**config.mk**
```make
export PLATFORM = sky130hd
export DESIGN_NAME = tick_btn_conditioner
export DESIGN_NICKNAME = d
export VERILOG_FILES = /design/src/rtl/tick_btn_conditioner.sv
export SDC_FILE = /design/constraint.sdc
export NUM_CORES = 1
export LEC_CHECK = 0
export CAP_MARGIN = 20
export CORE_MARGIN = 5
export CORE_UTILIZATION = 65
export CTS_CLUSTER_DIAMETER = 60
export DETAILED_ROUTE_END_ITERATION = 12
export PLACE_DENSITY = 0.79
export SYNTH_ARGS = -nofsm -noshare
export SYNTH_HDL_FRONTEND = slang
export SYNTH_SLANG_ARGS = --single-unit
export TNS_END_PERCENT = 100
```
**constraint.sdc**
```tcl
create_clock -name clk -period 5.75 [get_ports clk]
set_input_delay 0.8625 -clock clk [delete_from_list [all_inputs] [get_ports clk]]
set_output_delay 0.8625 -clock clk [all_outputs]
set_load 0.02 [all_outputs]
```
**src/rtl/tick_btn_conditioner.sv**
```systemverilog
// Upstream conditioning for the traffic-light sequencer: one-second roll tick,
// synchronized/debounced single-cycle button pulse, and post-request lockout.
module tick_btn_conditioner #(
    parameter int unsigned TICK_DIV      = 10_000_000,
    parameter int unsigned DEB_CYCLES    = 200_000,
    parameter int unsigned LOCKOUT_TICKS = 22
) (
    input  logic clk,
    input  logic reset_n,
    input  logic ena,
    input  logic btn_raw,
    output logic roll,
    output logic btn,
    output logic btn_stable,
    output logic lockout_active
);

    localparam int unsigned DIV_W  = (TICK_DIV > 2) ? $clog2(TICK_DIV) : 1;
    localparam int unsigned DEB_W  = (DEB_CYCLES > 1) ? $clog2(DEB_CYCLES) : 1;
    localparam int unsigned LOCK_W = (LOCKOUT_TICKS > 0) ? $clog2(LOCKOUT_TICKS + 1) : 1;

    localparam logic [DIV_W-1:0]  DIV_LAST  = DIV_W'(TICK_DIV - 1);
    localparam logic [DEB_W-1:0]  DEB_LAST  = DEB_W'(DEB_CYCLES - 1);
    localparam logic [LOCK_W-1:0] LOCK_INIT = LOCK_W'(LOCKOUT_TICKS);
    localparam logic [LOCK_W-1:0] LOCK_ONE  = LOCK_W'(1);

    typedef enum logic [1:0] {
        S_IDLE    = 2'd0,
        S_WAIT_HI = 2'd1,
        S_PRESSED = 2'd2,
        S_WAIT_LO = 2'd3
    } deb_state_e;

    logic [1:0]        sync_q;
    logic              bs;
    logic [DIV_W-1:0]  div_q, div_d;
    logic              tick_c;
    deb_state_e        state_q, state_d;
    logic [DEB_W-1:0]  cnt_q, cnt_d;
    logic              press_q, press_d;
    logic [LOCK_W-1:0] lock_q, lock_d;
    logic              defer_q, defer_d;
    logic              lock_zero_c, lock_free_c, accept_c;
    logic              roll_q, roll_d;
    logic              btn_q, btn_d;
    logic              stable_q, stable_d;
    logic              lockact_q, lockact_d;

    assign bs = sync_q[1];

    // Two-flop synchronizer for the asynchronous button input
    always_ff @(posedge clk or negedge reset_n) begin
        if (!reset_n) begin
            sync_q <= 2'b00;
        end else begin
            sync_q <= {sync_q[0], btn_raw};
        end
    end

    // Tick divider: counts enabled cycles, raises tick_c on wrap
    always_comb begin
        div_d  = div_q;
        tick_c = 1'b0;
        if (ena) begin
            if (div_q == DIV_LAST) begin
                div_d  = '0;
                tick_c = 1'b1;
            end else begin
                div_d = div_q + DIV_W'(1);
            end
        end
    end

    // Debounce FSM state register
    always_ff @(posedge clk or negedge reset_n) begin
        if (!reset_n) begin
            state_q <= S_IDLE;
            cnt_q   <= '0;
            press_q <= 1'b0;
        end else begin
            state_q <= state_d;
            cnt_q   <= cnt_d;
            press_q <= press_d;
        end
    end

    // Debounce FSM next state; press event fires on entry to PRESSED from WAIT_HI
    always_comb begin
        state_d = state_q;
        cnt_d   = cnt_q;
        press_d = 1'b0;
        unique case (state_q)
            S_IDLE: begin
                if (bs) begin
                    state_d = S_WAIT_HI;
                    cnt_d   = '0;
                end
            end
            S_WAIT_HI: begin
                if (!bs) begin
                    state_d = S_IDLE;
                end else if (cnt_q == DEB_LAST) begin
                    state_d = S_PRESSED;
                    press_d = 1'b1;
                end else begin
                    cnt_d = cnt_q + DEB_W'(1);
                end
            end
            S_PRESSED: begin
                if (!bs) begin
                    state_d = S_WAIT_LO;
                    cnt_d   = '0;
                end
            end
            S_WAIT_LO: begin
                if (bs) begin
                    state_d = S_PRESSED;
                end else if (cnt_q == DEB_LAST) begin
                    state_d = S_IDLE;
                end else begin
                    cnt_d = cnt_q + DEB_W'(1);
                end
            end
            default: state_d = S_IDLE;
        endcase
    end

    // Press acceptance, lockout counting and roll/btn collision steering.
    // A press is also accepted when the roll issued this cycle takes the
    // counter from 1 to 0.
    always_comb begin
        lock_zero_c = (lock_q == '0);
        lock_free_c = lock_zero_c || ((lock_q == LOCK_ONE) && (tick_c || defer_q));
        accept_c    = press_q && lock_free_c;
        btn_d       = accept_c;
        roll_d      = defer_q || (tick_c && !accept_c);
        defer_d     = tick_c && accept_c;
        lock_d      = lock_q;
        if (accept_c) begin
            lock_d = LOCK_INIT;
        end else if (roll_d && !lock_zero_c) begin
            lock_d = lock_q - LOCK_W'(1);
        end
        stable_d  = (state_q == S_PRESSED) || (state_q == S_WAIT_LO);
        lockact_d = !lock_zero_c;
    end

    // Divider, lockout and registered output flops
    always_ff @(posedge clk or negedge reset_n) begin
        if (!reset_n) begin
            div_q     <= '0;
            lock_q    <= '0;
            defer_q   <= 1'b0;
            roll_q    <= 1'b0;
            btn_q     <= 1'b0;
            stable_q  <= 1'b0;
            lockact_q <= 1'b0;
        end else begin
            div_q     <= div_d;
            lock_q    <= lock_d;
            defer_q   <= defer_d;
            roll_q    <= roll_d;
            btn_q     <= btn_d;
            stable_q  <= stable_d;
            lockact_q <= lockact_d;
        end
    end

    assign roll           = roll_q;
    assign btn            = btn_q;
    assign btn_stable     = stable_q;
    assign lockout_active = lockact_q;

endmodule

```
==> report_table.html, run 1 <==
<table>
<tr><th>Metric</th><th>Value</th></tr>
<tr><th colspan="2">Run status</th></tr>
<tr><td>Run status</td><td>completed</td></tr>
<tr><th colspan="2">Synth</th></tr>
<tr><td>Post-synthesis mux area share</td><td>0.00401</td></tr>
<tr><td>Mean instance size in the synthesized netlist</td><td>9.79 um2</td></tr>
<tr><td>Combined area of all synthesized cells</td><td>0.00281 mm2</td></tr>
<tr><td>Number of synthesized register bits</td><td>57</td></tr>
<tr><td>Most numerous cell in the Yosys netlist</td><td>sky130_fd_sc_hd__dfrtp_1</td></tr>
<tr><td>Top area cells in the synthesized netlist</td><td>sky130_fd_sc_hd__dfrtp_1 (51%), sky130_fd_sc_hd__o21ai_0 (3.6%), sky130_fd_sc_hd__xnor2_1 (3.4%)</td></tr>
<tr><td>Most used flip-flop cell after synthesis</td><td>sky130_fd_sc_hd__dfrtp_1</td></tr>
<tr><td>Compound-cell area share of the yosys netlist</td><td>0.128</td></tr>
<tr><td>Sequential area share after synthesis</td><td>0.508</td></tr>
<tr><td>Fraction of synthesized cell area taken by the top area cell type</td><td>0.508</td></tr>
<tr><td>Cell type with the largest total area after synthesis</td><td>sky130_fd_sc_hd__dfrtp_1</td></tr>
<tr><td>Top cells by instance count after synthesis</td><td>sky130_fd_sc_hd__dfrtp_1 (57), sky130_fd_sc_hd__nand2_1 (23), sky130_fd_sc_hd__o21ai_0 (20)</td></tr>
<tr><td>Fraction of the mapped netlist area in adder cells</td><td>0.0223</td></tr>
<tr><td>Net count of the mapped netlist</td><td>296</td></tr>
<tr><td>Simple-gate portion of the synthesized area</td><td>0.248</td></tr>
<tr><td>Yosys warns</td><td>0</td></tr>
<tr><td>Post-synthesis xor/xnor area fraction</td><td>0.0623</td></tr>
<tr><td>Synth Instances</td><td>287</td></tr>
<tr><td>Combinational family with the most area after synthesis</td><td>simple AND/OR/NAND/NOR gates</td></tr>
<tr><td>Fraction of registers with async set or reset after synthesis</td><td>1.00</td></tr>
<tr><td>Library cells used by synthesis</td><td>45</td></tr>
<tr><td>Number of enable flip-flop cells after synthesis</td><td>0</td></tr>
<tr><th colspan="2">Worst setup path</th></tr>
<tr><td>Data required time at the worst endpoint</td><td>5940 ps</td></tr>
<tr><td>Crit path kind</td><td>in2reg</td></tr>
<tr><td>Type of element launching the critical path</td><td>primary input</td></tr>
<tr><td>CP endpoint kind</td><td>flop</td></tr>
<tr><td>Data arrival, critical path</td><td>2940 ps</td></tr>
<tr><td>CP Max Fanout</td><td>10</td></tr>
<tr><th colspan="2">Floorplan</th></tr>
<tr><td>Width of the die</td><td>75.8 um</td></tr>
<tr><td>DIE AREA</td><td>0.00574 mm2</td></tr>
<tr><td>Site Rows</td><td>24</td></tr>
<tr><td>Boundary pin count</td><td>8</td></tr>
<tr><td>Effective utilization at floorplan</td><td>0.659</td></tr>
<tr><td>Chip Height</td><td>75.8 um</td></tr>
<tr><td>Area of the placeable core</td><td>0.00426 mm2</td></tr>
<tr><th colspan="2">STA</th></tr>
<tr><td>Hold violation count in the final report</td><td>0</td></tr>
<tr><td>Maximum clock skew at final layout</td><td>3.94 ps</td></tr>
<tr><td>Transition time at the pin with the least slew margin</td><td>1010 ps</td></tr>
<tr><td>Period utilisation layout</td><td>0.480</td></tr>
<tr><td>Number of setup violations in the final report</td><td>0</td></tr>
<tr><td>Slack of the critical path</td><td>2990 ps</td></tr>
<tr><td>Clock period minus final worst setup slack</td><td>2760 ps</td></tr>
<tr><td>Setup TNS</td><td>0 ps</td></tr>
<tr><td>Final count of pins violating max slew</td><td>0</td></tr>
<tr><td>Max-slew headroom at the worst pin</td><td>0.324</td></tr>
<tr><td>Unrepaired setup endpoints after global routing</td><td>no</td></tr>
<tr><td>Max Clock Freq</td><td>362 MHz</td></tr>
<tr><th colspan="2">Global routing</th></tr>
<tr><td>Wire length of the first global-routing pass</td><td>9430 um</td></tr>
<tr><td>Number of antenna violations at the first check in global routing</td><td>0</td></tr>
<tr><td>Total global routing overflow</td><td>0</td></tr>
<tr><td>Overall global routing resource usage</td><td>0.218</td></tr>
<tr><td>Largest net degree at the start of global routing</td><td>58</td></tr>
<tr><td>Number of global-route vias before repair</td><td>2092</td></tr>
<tr><td>Peak-usage layer in the global routing report</td><td>met2</td></tr>
<tr><td>GRT met2 Usage</td><td>0.333</td></tr>
<tr><td>Routing usage on met3</td><td>0.0594</td></tr>
<tr><td>Met1 track utilization from global routing</td><td>0.281</td></tr>
<tr><th colspan="2">Place</th></tr>
<tr><td>Half-perimeter wire length after placement</td><td>3740 um</td></tr>
<tr><td>Inst Count DP</td><td>338</td></tr>
<tr><td>GPL Wtd Cong</td><td>0.852</td></tr>
<tr><td>Buffers added on ports</td><td>7</td></tr>
<tr><td>Place WS</td><td>2670 ps</td></tr>
<tr><th colspan="2">CTS</th></tr>
<tr><td>Insertion delay to the later sink of the worst-skew pair</td><td>320 ps</td></tr>
<tr><td>Maximum buffer depth of the clock tree</td><td>2</td></tr>
<tr><td>CTS buffer count</td><td>9</td></tr>
<tr><td>Total setup buffers inserted after CTS</td><td>0</td></tr>
<tr><td>Cts hold-fix bufs</td><td>0</td></tr>
<tr><td>TritonCTS clock tree</td><td>done</td></tr>
<tr><td>Number of sinks handled by clock tree synthesis</td><td>57</td></tr>
<tr><td>Number of gates resized after cts</td><td>0</td></tr>
<tr><td>CTS H-tree lvls</td><td>3</td></tr>
<tr><td>CTS clk-pin slew, worst paths</td><td>60 ps</td></tr>
<tr><td>Clock root buffer master</td><td>sky130_fd_sc_hd__clkbuf_8</td></tr>
<tr><th colspan="2">Finish</th></tr>
<tr><td>Antenna cells</td><td>0</td></tr>
<tr><td>Final nets</td><td>307</td></tr>
<tr><td>Share of post-route cells with drive strength above 1</td><td>0.0861</td></tr>
<tr><td>Layout overhead on the synthesized area</td><td>10.2%</td></tr>
<tr><td>Final cell count without fillers</td><td>354</td></tr>
<tr><th colspan="2">Detailed routing</th></tr>
<tr><td>Number of vias per cell</td><td>6.16</td></tr>
<tr><td>DRT iter0 DRCs</td><td>93</td></tr>
<tr><td>DRT Pass-1 Iters</td><td>4</td></tr>
<tr><td>DRC violation count after routing</td><td>0</td></tr>
<tr><td>Final Routed Wirelength</td><td>5320 um</td></tr>
<tr><td>Per-cell routed wire length</td><td>15.0 um</td></tr>
<tr><td>Total number of vias</td><td>2182</td></tr>
<tr><td>Antenna violation net count after detailed routing</td><td>0</td></tr>
<tr><th colspan="2">Job</th></tr>
<tr><td># Max-Cap Violations</td><td>0</td></tr>
<tr><th colspan="2">Hold path</th></tr>
<tr><td>Min-delay worst type</td><td>reg2reg</td></tr>
<tr><th colspan="2">Pwr</th></tr>
<tr><td>Leak</td><td>1.34 nW</td></tr>
<tr><td>IR Drop Worst-Case VDD</td><td>0.196 mV</td></tr>
<tr><td>Cell Pwr Density</td><td>272 mW/mm2</td></tr>
<tr><td>Post-layout total power</td><td>0.000841 W</td></tr>
</table>
## path summary, 6_finish.rpt
kind / startpoint / cells after the start / endpoint / slack (ps)
worst max-delay path: ena / 7 / lock_q[3] / 2990
worst min-delay path: sync_q[0] / 0 / sync_q[1] / 350
worst max register to register: div_q[9] / 6 / lock_q[3] / 3540
worst min register to register: sync_q[0] / 0 / sync_q[1] / 350
max in group asynchronous: reset_n / 2 / div_q[16] / 4640
min in group asynchronous: reset_n / 2 / div_q[4] / 670
## layout by cell type, fill, tap and decap left out, types with 2 or more instances in the layout
cell type / Yosys / routed
sky130_fd_sc_hd__o21ai_0: 20 / 20
sky130_fd_sc_hd__nand2_1: 23 / 23
sky130_fd_sc_hd__dfrtp_1: 57 / 57
sky130_fd_sc_hd__a21oi_1: 17 / 17
sky130_fd_sc_hd__o31ai_1: 2 / 2
sky130_fd_sc_hd__and3_1: 11 / 11
sky130_fd_sc_hd__or4_1: 5 / 5
sky130_fd_sc_hd__clkbuf_8: 0 / 12
sky130_fd_sc_hd__nand2b_1: 6 / 6
sky130_fd_sc_hd__nor3_1: 8 / 8
sky130_fd_sc_hd__nand4_1: 9 / 9
sky130_fd_sc_hd__nor4_1: 4 / 4
sky130_fd_sc_hd__nor2_1: 19 / 19
sky130_fd_sc_hd__xnor2_1: 11 / 11
sky130_fd_sc_hd__nand3_1: 15 / 15
sky130_fd_sc_hd__clkdlybuf4s50_1: 0 / 6
sky130_fd_sc_hd__buf_2: 3 / 2
sky130_fd_sc_hd__and4_1: 4 / 4
sky130_fd_sc_hd__and2_1: 4 / 4
sky130_fd_sc_hd__or3_1: 12 / 12
sky130_fd_sc_hd__a31oi_1: 2 / 2
sky130_fd_sc_hd__ha_1: 5 / 5
sky130_fd_sc_hd__inv_1: 9 / 9
sky130_fd_sc_hd__nor4b_1: 3 / 3
sky130_fd_sc_hd__o211ai_1: 4 / 4
sky130_fd_sc_hd__xor2_1: 9 / 9
sky130_fd_sc_hd__clkinv_2: 1 / 2
## flip-flops by register name (all words and copies together) (netlist names), 2 cells and up, named ones only
signal,flops
cnt_q,18
div_q,24
lock_q,5
sync_q,2
## critical path: stages
cell,delay [ps]
sky130_fd_sc_hd__clkdlybuf4s50_1,650
sky130_fd_sc_hd__nand2_1,150
sky130_fd_sc_hd__or2_2,400
sky130_fd_sc_hd__or3_1,480
sky130_fd_sc_hd__a21o_1,250
sky130_fd_sc_hd__clkinv_2,100
sky130_fd_sc_hd__a311oi_1,50
## area by class of cell
cell class	instances	area, um2
flip-flops and latches	57	1430
multi-input cells	211	1310
fillers	310	1170
clock buffers	13	169
repair buffers	9	77.6
well taps	52	65.1
inverters	10	38.8
clock inverters	2	12.5
## where the power goes
part	switching [W]	internal [W]	total, W	leakage, nW
Sequential	0.0000272	0.000423	0.000450	0.756
Clock	0.000148	0.000189	0.000337	0.0915
Combinational	0.0000308	0.0000233	0.0000541	0.491
Total	0.000206	0.000635	0.000841	1.34
## per-stage QoR
stage                     cell area [um2]  hold slack, ps   util
after global placement               2910             334  0.682
after CTS                            3090             354  0.725
after detailed placement             2910             340  0.682
after global routing                 3100             369  0.726
final                                3100             351  0.726
after floorplan                      2810             331      -
## metal layers
metal  routed length [um]  part of all wire
met2                 2520              0.47
met5                    0                 0
met3                  191             0.036
met1                 2490              0.47
met4                  116             0.022
## logic make-up (layout without fill, tap and decap cells)
kind of cell / count (synthesis) / after routing
adders and majority gates: 5 / 5
AOI/OAI and AO/OA: 57 / 57
buffers and inverters: 19 / 34
xor gates and xnor gates: 20 / 20
muxes: 1 / 1
and+or+nand+nor: 128 / 128
DFF: 57 / 57
No activity file was read; power rests on OpenSTA's default activity.
==> run 2, diff against run 1 <==
--- a/config.mk
+++ b/config.mk
@@ -7,10 +7,10 @@
 export LEC_CHECK = 0
 export CAP_MARGIN = 20
 export CORE_MARGIN = 5
-export CORE_UTILIZATION = 65
+export CORE_UTILIZATION = 61
 export CTS_CLUSTER_DIAMETER = 60
 export DETAILED_ROUTE_END_ITERATION = 12
-export PLACE_DENSITY = 0.79
+export PLACE_DENSITY = 0.75
 export SYNTH_ARGS = -nofsm -noshare
 export SYNTH_HDL_FRONTEND = slang
 export SYNTH_SLANG_ARGS = --single-unit
==> constraint.sdc (replaced) <==
create_clock -name clk -period 2.74 [get_ports clk]
set_input_delay 0.411 -clock clk [delete_from_list [all_inputs] [get_ports clk]]
set_output_delay 0.411 -clock clk [all_outputs]
set_load 0.02 [all_outputs]
==> run 2 against run 1 <==
Against the previous run:
- first-iteration DRC count up 72%
- routed wire length up 5.2%
- flip-flop and latch count unchanged
- final area up 2.0%
- combinational power up 110%
- worst hold slack worse by 340 ps
- largest power group unchanged
- count of clock-buffer cells in the layout down 1
- critical endpoint unchanged
==> report_table.html, run 2 (synthesis gave the netlist of run 1 again) <==
<table>
<tr><th>Metric</th><th>Value</th></tr>
<tr><th colspan="2">Pwr</th></tr>
<tr><td>Leak</td><td>1.38 nW (+2.7%)</td></tr>
<tr><td>Switch Pwr</td><td>0.000450 W (+120%)</td></tr>
<tr><td>Relative contribution of sequential cells to total power</td><td>0.494 (-0.041)</td></tr>
<tr><td>Cell Pwr Density</td><td>609 mW/mm2 (+120%)</td></tr>
<tr><td>Internal Dissipation</td><td>0.00147 W (+130%)</td></tr>
<tr><td>Logic pwr share</td><td>0.060 (-0.004)</td></tr>
<tr><td>Fraction of power consumed by the clock network</td><td>0.446 (+0.045)</td></tr>
<tr><td>Share of total power consumed by net switching</td><td>0.234 (-0.0110)</td></tr>
<tr><td>IR Drop Worst-Case VDD</td><td>0.412 mV (+110%)</td></tr>
<tr><th colspan="2">Worst setup path</th></tr>
<tr><td>Type of element launching the critical path</td><td>flop</td></tr>
<tr><td>Data required time at the worst endpoint</td><td>2940 ps (-3000 ps)</td></tr>
<tr><td>Worst R2R Path Depth</td><td>6 (unchanged)</td></tr>
<tr><td>R2r setup slk</td><td>510 ps (-3030 ps)</td></tr>
<tr><td>CP endpoint kind</td><td>flop</td></tr>
<tr><td>Capture instance of the worst register-to-register path</td><td>lock_q[3]</td></tr>
<tr><td>Data arrival, critical path</td><td>2430 ps (-510 ps)</td></tr>
<tr><td>CP Max Fanout</td><td>6 (-4)</td></tr>
<tr><td>Crit path kind</td><td>reg2reg</td></tr>
<tr><td>Source of the worst register-to-register timing path</td><td>div_q[16]</td></tr>
<tr><th colspan="2">Floorplan</th></tr>
<tr><td>Width of the die</td><td>77.9 um (+2.8%)</td></tr>
<tr><td>Area of the placeable core</td><td>0.00441 mm2 (+3.5%)</td></tr>
<tr><td>Effective utilization at floorplan</td><td>0.637 (-0.0224)</td></tr>
<tr><td>Chip Height</td><td>77.9 um (+2.8%)</td></tr>
<tr><td>Boundary pin count</td><td>8 (unchanged)</td></tr>
<tr><td>DIE AREA</td><td>0.00606 mm2 (+5.7%)</td></tr>
<tr><td>Site Rows</td><td>24 (unchanged)</td></tr>
<tr><th colspan="2">Finish</th></tr>
<tr><td>Number of flip-flops under the largest register name</td><td>24 (unchanged)</td></tr>
<tr><td>Register containing the most flip-flops in the final layout</td><td>div_q</td></tr>
<tr><td>Leading cell type in the layout, fill and taps excluded</td><td>sky130_fd_sc_hd__dfrtp_1</td></tr>
<tr><td>Final cell count without fillers</td><td>358 (+1.1%)</td></tr>
<tr><td>Final nets</td><td>311 (+1.3%)</td></tr>
<tr><td>Antenna cells</td><td>0 (unchanged)</td></tr>
<tr><td>Share of post-route cells with drive strength above 1</td><td>0.0948 (+0.00868)</td></tr>
<tr><td>Commonest cells after routing, fill and taps aside</td><td>sky130_fd_sc_hd__dfrtp_1 (57), sky130_fd_sc_hd__nand2_1 (23), sky130_fd_sc_hd__o21ai_0 (20), sky130_fd_sc_hd__nor2_1 (19), sky130_fd_sc_hd__a21oi_1 (17)</td></tr>
<tr><td>Layout overhead on the synthesized area</td><td>12.3%</td></tr>
<tr><td>Fill cell instance count of the final layout</td><td>343 (+11%)</td></tr>
<tr><td>Largest registers</td><td>div_q: 24 flops, cnt_q: 18 flops, lock_q: 5 flops</td></tr>
<tr><th colspan="2">Global routing</th></tr>
<tr><td>Number of global-route vias before repair</td><td>2130 (+1.8%)</td></tr>
<tr><td>Largest net degree at the start of global routing</td><td>25 (-57%)</td></tr>
<tr><td>Number of antenna violations at the first check in global routing</td><td>0 (unchanged)</td></tr>
<tr><td>Overall global routing resource usage</td><td>0.204 (-0.0142)</td></tr>
<tr><td>Wire length of the first global-routing pass</td><td>9830 um (+4.2%)</td></tr>
<tr><td>Total global routing overflow</td><td>0 (unchanged)</td></tr>
<tr><th colspan="2">Detailed routing</th></tr>
<tr><td>DRC violation count after routing</td><td>0 (unchanged)</td></tr>
<tr><td>Number of vias per cell</td><td>6.10 (-0.98%)</td></tr>
<tr><td>Final Routed Wirelength</td><td>5600 um (+5.2%)</td></tr>
<tr><td>Per-cell routed wire length</td><td>15.6 um (+4.1%)</td></tr>
<tr><td>DRT iter0 DRCs</td><td>160 (+72%)</td></tr>
<tr><td>Antenna violation net count after detailed routing</td><td>0 (unchanged)</td></tr>
<tr><td>Total number of vias</td><td>2185 (+0.14%)</td></tr>
<tr><td>DRT Pass-1 Iters</td><td>6 (+2)</td></tr>
<tr><th colspan="2">CTS</th></tr>
<tr><td>TritonCTS clock tree</td><td>done</td></tr>
<tr><td>Clock root buffer master</td><td>sky130_fd_sc_hd__clkbuf_8</td></tr>
<tr><td>CTS buffer count</td><td>9 (unchanged)</td></tr>
<tr><td>Maximum buffer depth of the clock tree</td><td>2 (unchanged)</td></tr>
<tr><td>Total setup buffers inserted after CTS</td><td>0 (unchanged)</td></tr>
<tr><td>CTS H-tree lvls</td><td>3 (unchanged)</td></tr>
<tr><td>Number of sinks handled by clock tree synthesis</td><td>57 (unchanged)</td></tr>
<tr><td>Number of gates resized after cts</td><td>0 (unchanged)</td></tr>
<tr><td>Cts hold-fix bufs</td><td>0 (unchanged)</td></tr>
<tr><td>CTS clk-pin slew, worst paths</td><td>70 ps (about the same)</td></tr>
<tr><td>Insertion delay to the later sink of the worst-skew pair</td><td>330 ps (about the same)</td></tr>
<tr><th colspan="2">Place</th></tr>
<tr><td>Half-perimeter wire length after placement</td><td>3910 um (+4.5%)</td></tr>
<tr><td>Inst Count DP</td><td>343 (+1.5%)</td></tr>
<tr><td>Buffers added on ports</td><td>7 (unchanged)</td></tr>
<tr><td>Place WS</td><td>354 ps (-2320 ps)</td></tr>
<tr><td>GPL Wtd Cong</td><td>0.851 (-0.16%)</td></tr>
<tr><th colspan="2">STA</th></tr>
<tr><td>Unrepaired setup endpoints after global routing</td><td>no</td></tr>
<tr><td>Slack of the critical path</td><td>512 ps (-2480 ps)</td></tr>
<tr><td>Hold violation count in the final report</td><td>0 (unchanged)</td></tr>
<tr><td>Setup TNS</td><td>0 ps (unchanged)</td></tr>
<tr><td>Maximum clock skew at final layout</td><td>9.02 ps (+5.07 ps)</td></tr>
<tr><td>Clock period minus final worst setup slack</td><td>2230 ps</td></tr>
<tr><td>Transition time at the pin with the least slew margin</td><td>647 ps (-364 ps)</td></tr>
<tr><td>Number of setup violations in the final report</td><td>0 (unchanged)</td></tr>
<tr><td>Period utilisation layout</td><td>0.813</td></tr>
<tr><td>Max Clock Freq</td><td>449 MHz</td></tr>
<tr><td>Final count of pins violating max slew</td><td>0 (unchanged)</td></tr>
<tr><td>Max-slew headroom at the worst pin</td><td>0.567 (+0.243)</td></tr>
<tr><th colspan="2">Run status</th></tr>
<tr><td>Run status</td><td>completed</td></tr>
<tr><th colspan="2">Hold path</th></tr>
<tr><td>Min-delay worst type</td><td>in2async</td></tr>
<tr><th colspan="2">Job</th></tr>
<tr><td># Max-Cap Violations</td><td>0 (unchanged)</td></tr>
</table>
==> run 2: cell types whose count changed in the layout (fill, tap and decap cells not counted) <==
cell	previous run	this run
sky130_fd_sc_hd__buf_2	2	1
sky130_fd_sc_hd__bufinv_16	0	2
sky130_fd_sc_hd__clkbuf_8	12	10
sky130_fd_sc_hd__clkbuf_1	1	2
sky130_fd_sc_hd__clkinvlp_4	1	0
sky130_fd_sc_hd__buf_4	1	6
==> run 2: cell type report <==
| type | count | area (um2) | share of cell area |
|---|---|---|---|
| Clock buffer | 12 | 145 | 0.0460 |
| Clock inverter | 3 | 65.1 | 0.0206 |
| Inverter | 10 | 38.8 | 0.0123 |
| Multi-Input combinational cell | 211 | 1310 | 0.414 |
| Sequential cell | 57 | 1430 | 0.452 |
| Tap cell | 52 | 65.1 | 0.0206 |
| Timing Repair Buffer | 13 | 110 | 0.0349 |
==> run 2: metal layers <==
metal	track usage	wire length (um)	vias to the layer above
met5	0	0	-
met3	0.0648	207	6
met4	0.0601	67	0
li1	-	-	1073
met2	0.324	2720	31
met1	0.267	2600	1075
==> run 2: worst max path at each step <==
stage	from	endpoint	depth (start not counted)
6_report	div_q[16]	lock_q[3]	6
3_3_place_gp	ena	lock_q[3]	7
5_1_grt	div_q[16]	lock_q[3]	6
3_5_place_dp	ena	lock_q[3]	7
2_1_floorplan	div_q[0]	lock_q[3]	9
4_1_cts	div_q[16]	lock_q[3]	6
==> run 2: per-stage QoR <==
step,power (W),utilization,hold slack (ps),area (um2)
floorplan,0.00103,-,115,2810
global placement,0.00108,0.668,332,2950
detailed placement,0.00108,0.668,339,2950
CTS,0.00193,0.715,17.8,3160
global route,0.00202,0.715,29.7,3160
finish,0.00192,0.715,13.3,3160
==> run 2: power groups by stage <==
stage,combinational (W),sequential (W),clock [W]
6_report,0.000116,0.000949,0.000856
5_1_grt,0.000134,0.000955,0.000926
4_1_cts,0.000118,0.000948,0.000866
3_5_place_dp,0.000117,0.000963,0
3_3_place_gp,0.000115,0.000963,0
2_1_floorplan,0.0000919,0.000938,0
==> run 2: worst max-delay path, stage by stage, from the launching register on <==
cell and delay, ps:
sky130_fd_sc_hd__dfrtp_1 420, sky130_fd_sc_hd__nor4b_1 410, sky130_fd_sc_hd__nand3_1 320, sky130_fd_sc_hd__or3_1 560, sky130_fd_sc_hd__a21o_1 250, sky130_fd_sc_hd__clkinv_2 90
sky130_fd_sc_hd__a311oi_1 40
